File: src/rtl/uart_tx.sv
// uart_tx: UART transmitter with a byte FIFO, LSB-first framing, optional parity and 1/2 stop bits.
// Line changes only on rising edges of baud_clk as seen in the clk domain.
module uart_tx #(
  parameter int DATA_BITS  = 8,
  parameter int PARITY_EN  = 1,
  parameter int PARITY_ODD = 0,
  parameter int STOP_BITS  = 1,
  parameter int FIFO_DEPTH = 4
) (
  input  logic                          clk,
  input  logic                          reset,
  input  logic                          baud_clk,
  input  logic [DATA_BITS-1:0]          tx_data,
  input  logic                          tx_valid,
  output logic                          tx_ready,
  output logic                          tx_out,
  output logic                          busy,
  output logic [$clog2(FIFO_DEPTH):0]   fifo_count
);
  localparam int AW = $clog2(FIFO_DEPTH);
  localparam int CW = AW + 1;
  typedef enum logic [2:0] {IDLE, START, DATA, PARITY, STOP} state_t;
  state_t               r_state, w_state;
  logic                 r_baud_q, w_tick, w_push, w_pop, w_have, w_last_stop;
  logic [DATA_BITS-1:0] r_mem [FIFO_DEPTH];
  logic [DATA_BITS-1:0] r_shift, w_shift, w_head;
  logic [AW-1:0]        r_wptr, r_rptr;
  logic [CW-1:0]        r_count;
  logic [3:0]           r_bit_cnt, w_bit_cnt;
  logic                 r_stop_cnt, w_stop_cnt;
  logic                 r_par, w_par, r_tx, w_tx;
  // baud_q resets high so a level already high at reset release is not an edge
  assign w_tick      = baud_clk & ~r_baud_q;
  assign w_have      = r_count != '0;
  assign w_head      = r_mem[r_rptr];
  assign w_last_stop = (STOP_BITS == 1) | r_stop_cnt;
  assign tx_ready    = r_count != CW'(FIFO_DEPTH);
  assign w_push      = tx_valid & tx_ready;
  assign tx_out      = r_tx;
  assign busy        = (r_state != IDLE) | w_have;
  assign fifo_count  = r_count;
  always_comb begin
    w_state    = r_state;
    w_shift    = r_shift;
    w_bit_cnt  = r_bit_cnt;
    w_stop_cnt = r_stop_cnt;
    w_par      = r_par;
    w_tx       = r_tx;
    w_pop      = 1'b0;
    if (w_tick) begin
      case (r_state)
        IDLE: begin
          w_pop   = w_have;
          w_tx    = ~w_have;
          w_state = w_have ? START : IDLE;
        end
        START: begin
          w_tx      = r_shift[0];
          w_bit_cnt = '0;
          w_state   = DATA;
        end
        DATA: begin
          w_shift   = r_shift >> 1;
          w_bit_cnt = r_bit_cnt + 4'd1;
          if (r_bit_cnt == 4'(DATA_BITS - 1)) begin
            w_tx       = (PARITY_EN != 0) ? r_par : 1'b1;
            w_state    = (PARITY_EN != 0) ? PARITY : STOP;
            w_stop_cnt = 1'b0;
          end else begin
            w_tx = r_shift[1];
          end
        end
        PARITY: begin
          w_tx       = 1'b1;
          w_state    = STOP;
          w_stop_cnt = 1'b0;
        end
        STOP: begin
          if (w_last_stop) begin
            w_pop   = w_have;
            w_tx    = ~w_have;
            w_state = w_have ? START : IDLE;
          end else begin
            w_stop_cnt = 1'b1;
          end
        end
        default: w_state = IDLE;
      endcase
    end
    if (w_pop) begin
      w_shift = w_head;
      w_par   = ^w_head ^ 1'(PARITY_ODD);
    end
  end
  always_ff @(posedge clk) begin
    if (!reset) begin
      r_state    <= IDLE;
      r_tx       <= 1'b1;
      r_baud_q   <= 1'b1;
      r_wptr     <= '0;
      r_rptr     <= '0;
      r_count    <= '0;
      r_shift    <= '0;
      r_bit_cnt  <= '0;
      r_stop_cnt <= 1'b0;
      r_par      <= 1'b0;
    end else begin
      r_state    <= w_state;
      r_tx       <= w_tx;
      r_baud_q   <= baud_clk;
      r_shift    <= w_shift;
      r_bit_cnt  <= w_bit_cnt;
      r_stop_cnt <= w_stop_cnt;
      r_par      <= w_par;
      r_wptr     <= w_push ? r_wptr + 1'b1 : r_wptr;
      r_rptr     <= w_pop ? r_rptr + 1'b1 : r_rptr;
      r_count    <= r_count + CW'(w_push) - CW'(w_pop);
    end
  end
  always_ff @(posedge clk) begin
    if (w_push) r_mem[r_wptr] <= tx_data;
  end
endmodule
File: config.mk
export PLATFORM = sky130hd
export DESIGN_NAME = uart_tx
export DESIGN_NICKNAME = d
export VERILOG_FILES = /design/src/rtl/uart_tx.sv
export SDC_FILE = /design/constraint.sdc
export NUM_CORES = 1
export LEC_CHECK = 0
export CORE_ASPECT_RATIO = 1.2
export CORE_MARGIN = 8
export CORE_UTILIZATION = 45
export CTS_CLUSTER_DIAMETER = 150
export DETAILED_ROUTE_END_ITERATION = 12
export PLACE_DENSITY_LB_ADDON = 0.12
export SLEW_MARGIN = 20
export SYNTH_ARGS = -nofsm -noshare
export SYNTH_HDL_FRONTEND = slang
export SYNTH_SLANG_ARGS = --single-unit
File: constraint.sdc
create_clock -name clk -period 8.2 [get_ports clk]
set_clock_uncertainty 0.1 [all_clocks]
set_input_delay 2.46 -clock clk [delete_from_list [all_inputs] [get_ports clk]]
set_output_delay 2.46 -clock clk [all_outputs]
set_load 0.1 [all_outputs]
# Yosys cells after proc, flatten, opt, wreduce, memory -nomap -nowiden
# Memories as Yosys holds them, arrays and structs flattened. A register that Yosys moved wholly into a read port is not among the register bits.
# Cells that the tools add are included.
totals:
  ff_bits: 25
  ram_bits: 32
  in_bits: 12
  word_cells: 55
  mem_count: 1
mem_list:
  columns: ["name", "words", "word_bits", "read_ports", "rd_clocked_by_memory_dff", "write_ports", "line_no", "text"]
  rows:
  - ["r_mem", 4, 8, 1, 1, 1, "25", "logic [DATA_BITS-1:0] r_mem [FIFO_DEPTH];"]
classes:
  addsub: 5
  eq_ne: 7
  muxes: 15
  n_bitwise: 5
  n_reduce_logical: 13
op_table:
  columns: ["operator", "n"]
  rows:
  - ["two-way mux 8 bit", 3]
  - ["one-hot mux 3 bit (4 select lines)", 1]
  - ["one-hot mux 4 bit (2 select lines)", 1]
  - ["AND reduction 2 bit", 4]
  - ["parity 8 bit", 1]
  - ["equality test 3 x 2 -> 1 bit (second input constant)", 2]
  - ["two-way mux 1 bit", 6]
  - ["nonzero test 2 bit", 3]
  - ["nonzero test 3 bit", 2]
  - ["adder 2 x 1 -> 2 bit (second input constant)", 2]
  - ["adder 4 x 1 -> 4 bit (second input constant)", 1]
  - ["equality test 4 x 3 -> 1 bit (second input constant)", 1]
  - ["two-way mux 2 bit", 2]
  - ["one-hot mux 1 bit (4 select lines)", 1]
  - ["nonzero test 4 bit", 1]
  - ["adder 3 x 1 -> 3 bit", 1]
  - ["equality test 3 x 1 -> 1 bit (second input constant)", 1]
  - ["equality test 3 bit (second input constant)", 1]
  - ["zero test 3 bit", 1]
  - ["two-way mux 3 bit", 1]
  - ["!= test 3 bit (second input constant)", 1]
  - ["subtractor 3 x 1 -> 3 bit", 1]
  - ["bitwise AND 1 bit", 2]
  - ["!= test 2 bit (second input constant)", 1]
  - ["other kinds (3)", 4]

# Longest topological paths before layout
logic_depth:
  word_depth: 6
  depth_mapped: 11

# Worst setup path after synthesis
# Ideal clock, no wire load.
synth_timing:
  kind: "register -> output"
  startpoint: "register r_count[2], in the netlist fifo_count[2]"
  endpoint: "output busy"
  t_arrival_ps: 1978
  required_time_ps: 5640
  path_slack_ps: 3662
  stages_incl_launch_ff: 3
  cell_sequence: "dfxtp_1 nor3_1 nand2_1"
synth_via:
  elab_chain_cells: 2
synth_rtl:
  columns: ["element", "line_no", "text"]
  rows:
  - ["from (decl)", "28", "logic [CW-1:0] r_count;"]
  - ["from (signal assigned)", "117", "r_count <= r_count + CW'(w_push) - CW'(w_pop);"]
  - ["nonzero test 3 bit", "34", "assign w_have = r_count != '0;"]
  - ["bitwise OR 1 bit", "40", "assign busy = (r_state != IDLE) | w_have;"]
  - ["to (decl)", "17", "output logic busy,"]
# Every way passes these cells.

# Worst setup path in the final report
layout_timing:
  startpoint: "input baud_clk"
  endpoint: "register r_count[2], in the netlist fifo_count[2]"
layout_via:
  elab_chain_cells: 3
layout_rtl:
  columns: ["element", "line_no", "text"]
  rows:
  - ["from (decl)", "12", "input logic baud_clk,"]
  - ["bitwise AND 1 bit", "33", "assign w_tick = baud_clk & ~r_baud_q;"]
  - ["two-way mux 1 bit", "50", "if (w_tick) begin"]
  - ["subtractor 3 x 1 -> 3 bit", "117", null]
# Every way passes these cells.
# A chain may end at the register's enable or synchronous reset.

==> results summary <==
The number of levels the H-tree was split into is 3. The cell with the biggest individual delay on the critical path is sky130_fd_sc_hd__nor4_4. The detailed router put a total of 1.97 mm of wire on met1. The final hold slack is 0.386 ns. The final critical delay including setup and external delays came out at 5.03 ns.

The count of TritonRoute iterations in the first routing pass came out at 4. In the global route stage, overall resource usage came out at 13.2%. The via count of the first global-routing pass is 1747. The routed design has 4.96 mm of wire. The remaining design rule violation count is 0. Together, buffers and inverters on the worst path number 2. The number of hold buffers added after cts came out at 0. The required time of the critical path is 8.33 ns. At the end of the flow, the number of nets in the layout was 248.

The pin count of the biggest net entering global routing is 27. The critical path is of the in -> reg type. After synthesis, the share of flip-flops with an asynchronous set or reset is 0%. The number of enable flip-flop cells after synthesis is 32. Setup repair after global routing left no endpoint under its margin. Summed over all cells, the static leakage comes to 1.03 nW.

Counting flops and latches in the post-synthesis netlist gives 59. The antenna cell count is 0. The highest net fanout along the worst path came out at 17. The area growth from synthesis to layout is 16.2%. The arrival time at the worst endpoint is 5.16 ns. Summed over all layers, the global routing overflow is 0.

The post-detailed-route count of antenna-violating nets is 0. The fraction of final layout cells with drive strength greater than 1 is 12.0%. The most used flip-flop cell after synthesis is sky130_fd_sc_hd__edfxtp_1.

After clock tree synthesis, the clock-pin slew on the worst setup and hold paths is 0.07 ns. The total clock buffers created by CTS came out at 9. The die span in y is 99.3 um. The initial antenna violation count is 0. After synthesis, the largest family of logic cells by area is simple AND/OR/NAND/NOR gates. The share of synthesized area in the top cell type comes to 36.9%. Dividing the detail-routed via count by the number of cells gives 5.54. Headroom to the max-slew limit came out at 34.7%. The routed length per placed instance came out at 16.7 um. On the worst path, the slowest cell contributes a delay of 0.68 ns. The transition time at the pin with the least slew margin came out at 0.976 ns.

The flow ran to the end, and the final reports show no timing, DRC or antenna violations. The cell area after layout came out at 3030 sq um. The adder-cell area share of the yosys netlist came out at 4.13%. The number of max-slew violations in the final report was 0.

The CTS sink count came out at 59. The number of maximum-capacitance constraint violations came out at 0. After floorplanning, the core was sized to cover 5630 sq um.

The number of setup violations in the final report came out at 0. In this run the top signal layer used is met4. The post-synth design cell area is 2600 sq um. Yosys mapped the design onto 36 distinct sky130hd cell types. Of the total synthesized cell area, the portion taken by XOR and XNOR cells is 4.04%. The maximum buffer depth of the clock tree is 2.

The peak ir drop on the vdd network is 0.146 mV. The post-CTS resize count is 0. In this run the worst hold path is classified as reg -> reg. Traced cell by cell, the critical path runs through clkdlybuf4s50_1, nand2b_1, nor4_4, ha_1, inv_1, ha_1, fa_1, xor2_1, xnor2_1, and2_1. After detailed placement, the design holds a cell count of 281. During placement, the flow inserted port buffers numbering 17. The fraction of the mapped netlist area in simple logic gates came out at 13.6%.

Clock tree synthesis selected as its root buffer the cell sky130_fd_sc_hd__clkbuf_8. The placed wire-length estimate after detailed placement is 3.43 mm. The clock insertion delay at the later pin of the skew report is 0.34 ns. The post-route fraction of the period consumed by the critical path is 61.3%. STA classifies the critical path endpoint as a flip-flop. The congestion estimate from routability-driven global placement came to 0.822. The cell family contributing the most delay on the critical path is simple AND/OR/NAND/NOR gates. The row count is 30. The multiplexer fraction of the synthesized cell area came out at 8.51%. The total count of hold-check failures in the final report came out at 0. In this run the power density over the cells is 300 nW/um^2. The top achievable clock speed came out at 199 MHz. The number of nets handed over by synthesis was 231. The width of the chip came out at 85.4 um. The starting DRC count in detailed routing came out at 97. The die outline area is 8490 sq um.

Synthesis handed over a netlist of 211 instances. The instance area after placement came out at 2800 sq um. The wire length on met2 came out at 2.70 mm.

The compound-cell area share of the yosys netlist came out at 8.99%. Yosys attributes the largest share of cell area to sky130_fd_sc_hd__edfxtp_1 (37%), sky130_fd_sc_hd__dfxtp_1 (21%), sky130_fd_sc_hd__mux4_2 (6.9%), sky130_fd_sc_hd__and2_1 (3.4%), sky130_fd_sc_hd__ha_1 (3.4%). The largest total area in the synthesized netlist belongs to sky130_fd_sc_hd__edfxtp_1. The Yosys step of the flow raised 0 warnings. The sequential fraction of the synthesis area is 57.7%. TritonCTS built the clock tree.

The routed layout has 1645 vias. The non-filler instance count after layout came out at 297. The worst setup path is launched from a primary input.

Pin placement for this block handled 18 I/O pins. The starting density of the core is 46.2%. Buffers added to address setup during post-CTS repair amount to 0. The post-synthesis average cell area came out at 12.3 sq um. After filler insertion, the fill cell instance count of the layout stands at 481.

The final sum of negative setup slack came out at 0 ns. The cell repeated most along the worst path is sky130_fd_sc_hd__ha_1. The met3 routed wirelength came out at 161 um. The global-route wire length before repair came out at 8.43 mm.
routing by layer:
| layer | GRT usage (%) | vias to the layer above |
|---|---|---|
| met5 | 0 | - |
| met4 | 8.92 | 0 |
| met3 | 3.30 | 11 |
| met2 | 23.9 | 28 |
| met1 | 12.9 | 811 |
| li1 | - | 795 |
cell type report:
type	instances	area, sq um	area share [%]
clock buffer	9	124	4.09
clock inverter	7	101	3.35
inverter	7	26.3	0.868
multi-input combinational	134	1020	33.8
sequential	59	1500	49.6
tap	64	80.1	2.65
timing repair buffer	17	170	5.62
worst reg2reg max path, delay by kind of cell, from the launching register on:
| family | cells | cell delay (ns) |
|---|---|---|
| XOR/XNOR | 2 | 0.30 |
| buffers and inverters | 1 | 0.04 |
| adder cells (fa/ha/maj) | 3 | 0.79 |
| AND/OR/NAND/NOR | 2 | 0.97 |
| flip-flops | 1 | 0.54 |
final timing paths:
check | start | endpoint | slack [ns] | cells past startpoint
min | r_shift[0] | r_shift[0] | 0.39 | 2
max | baud_clk | fifo_count[2] | 3.17 | 10
max reg2reg | r_state[1] | fifo_count[2] | 5.35 | 8
min reg2reg | r_shift[0] | r_shift[0] | 0.39 | 2
synthesized netlist by cell type, types with 2 or more instances:
cell type	count
sky130_fd_sc_hd__mux4_2	8
sky130_fd_sc_hd__inv_1	7
sky130_fd_sc_hd__buf_2	3
sky130_fd_sc_hd__a22oi_1	5
sky130_fd_sc_hd__a21oi_1	7
sky130_fd_sc_hd__edfxtp_1	32
sky130_fd_sc_hd__mux2i_1	3
sky130_fd_sc_hd__ha_1	7
sky130_fd_sc_hd__nor3_1	7
sky130_fd_sc_hd__nor2_1	7
sky130_fd_sc_hd__a21boi_0	9
sky130_fd_sc_hd__clkbuf_1	6
sky130_fd_sc_hd__nand2b_1	2
sky130_fd_sc_hd__nor2b_1	3
sky130_fd_sc_hd__o2bb2ai_1	2
sky130_fd_sc_hd__dfxtp_1	27
sky130_fd_sc_hd__and3_1	4
sky130_fd_sc_hd__and2_1	14
sky130_fd_sc_hd__nand2_1	23
sky130_fd_sc_hd__xor2_1	2
sky130_fd_sc_hd__o21ai_0	9
sky130_fd_sc_hd__xnor2_1	10
power breakdown:
group	internal [mW]	switching, mW	total (mW)
Clock	0.173	0.123	0.296
Sequential	0.346	0.0250	0.371
Combinational	0.0855	0.156	0.242
state kept, by name, indices dropped and copies added (netlist names), named ones only:
register / flops
r_mem: 32
tx_out: 1
r_par: 1
r_bit_cnt: 4
r_baud_q: 1
fifo_count: 3
r_rptr: 2
r_shift: 8
r_wptr: 2
r_state: 3
cell families after synthesis:
kind of cell | after synthesis
and+or+nand+nor | 66
DFF | 59
AOI/OAI and AO/OA | 36
buffers and inverters | 18
xor gates and xnor gates | 12
muxes | 12
adders and majority gates | 8
through the flow:
stage | utilization (%) | total power [mW] | worst slack [ns]
6_report | 53.7 | 0.909 | 3.17
5_1_grt | 53.7 | 0.953 | 2.94
4_1_cts | 53.7 | 0.920 | 3.17
3_5_place_dp | 49.7 | 0.621 | 2.80
3_3_place_gp | 49.7 | 0.609 | 2.94
2_1_floorplan | - | 0.560 | 3.66
layout by cell type (no fill, tap or decap), types with 4 or more instances in the layout:
cell                              Yosys  layout
sky130_fd_sc_hd__clkbuf_8             0       9
sky130_fd_sc_hd__clkdlybuf4s50_1      0      17
sky130_fd_sc_hd__and3_1               4       4
sky130_fd_sc_hd__a21oi_1              7       7
sky130_fd_sc_hd__nand2_1             23      23
sky130_fd_sc_hd__o21ai_0              9       9
sky130_fd_sc_hd__and2_1              14      14
sky130_fd_sc_hd__edfxtp_1            32      32
sky130_fd_sc_hd__dfxtp_1             27      27
sky130_fd_sc_hd__xnor2_1             10      10
sky130_fd_sc_hd__ha_1                 7       7
sky130_fd_sc_hd__mux4_2               8       8
sky130_fd_sc_hd__a22oi_1              5       5
sky130_fd_sc_hd__nor2_1               7       7
sky130_fd_sc_hd__inv_1                7       7
sky130_fd_sc_hd__a21boi_0             9       9
sky130_fd_sc_hd__nor3_1               7       7
No activity file was read; power rests on OpenSTA's default activity.
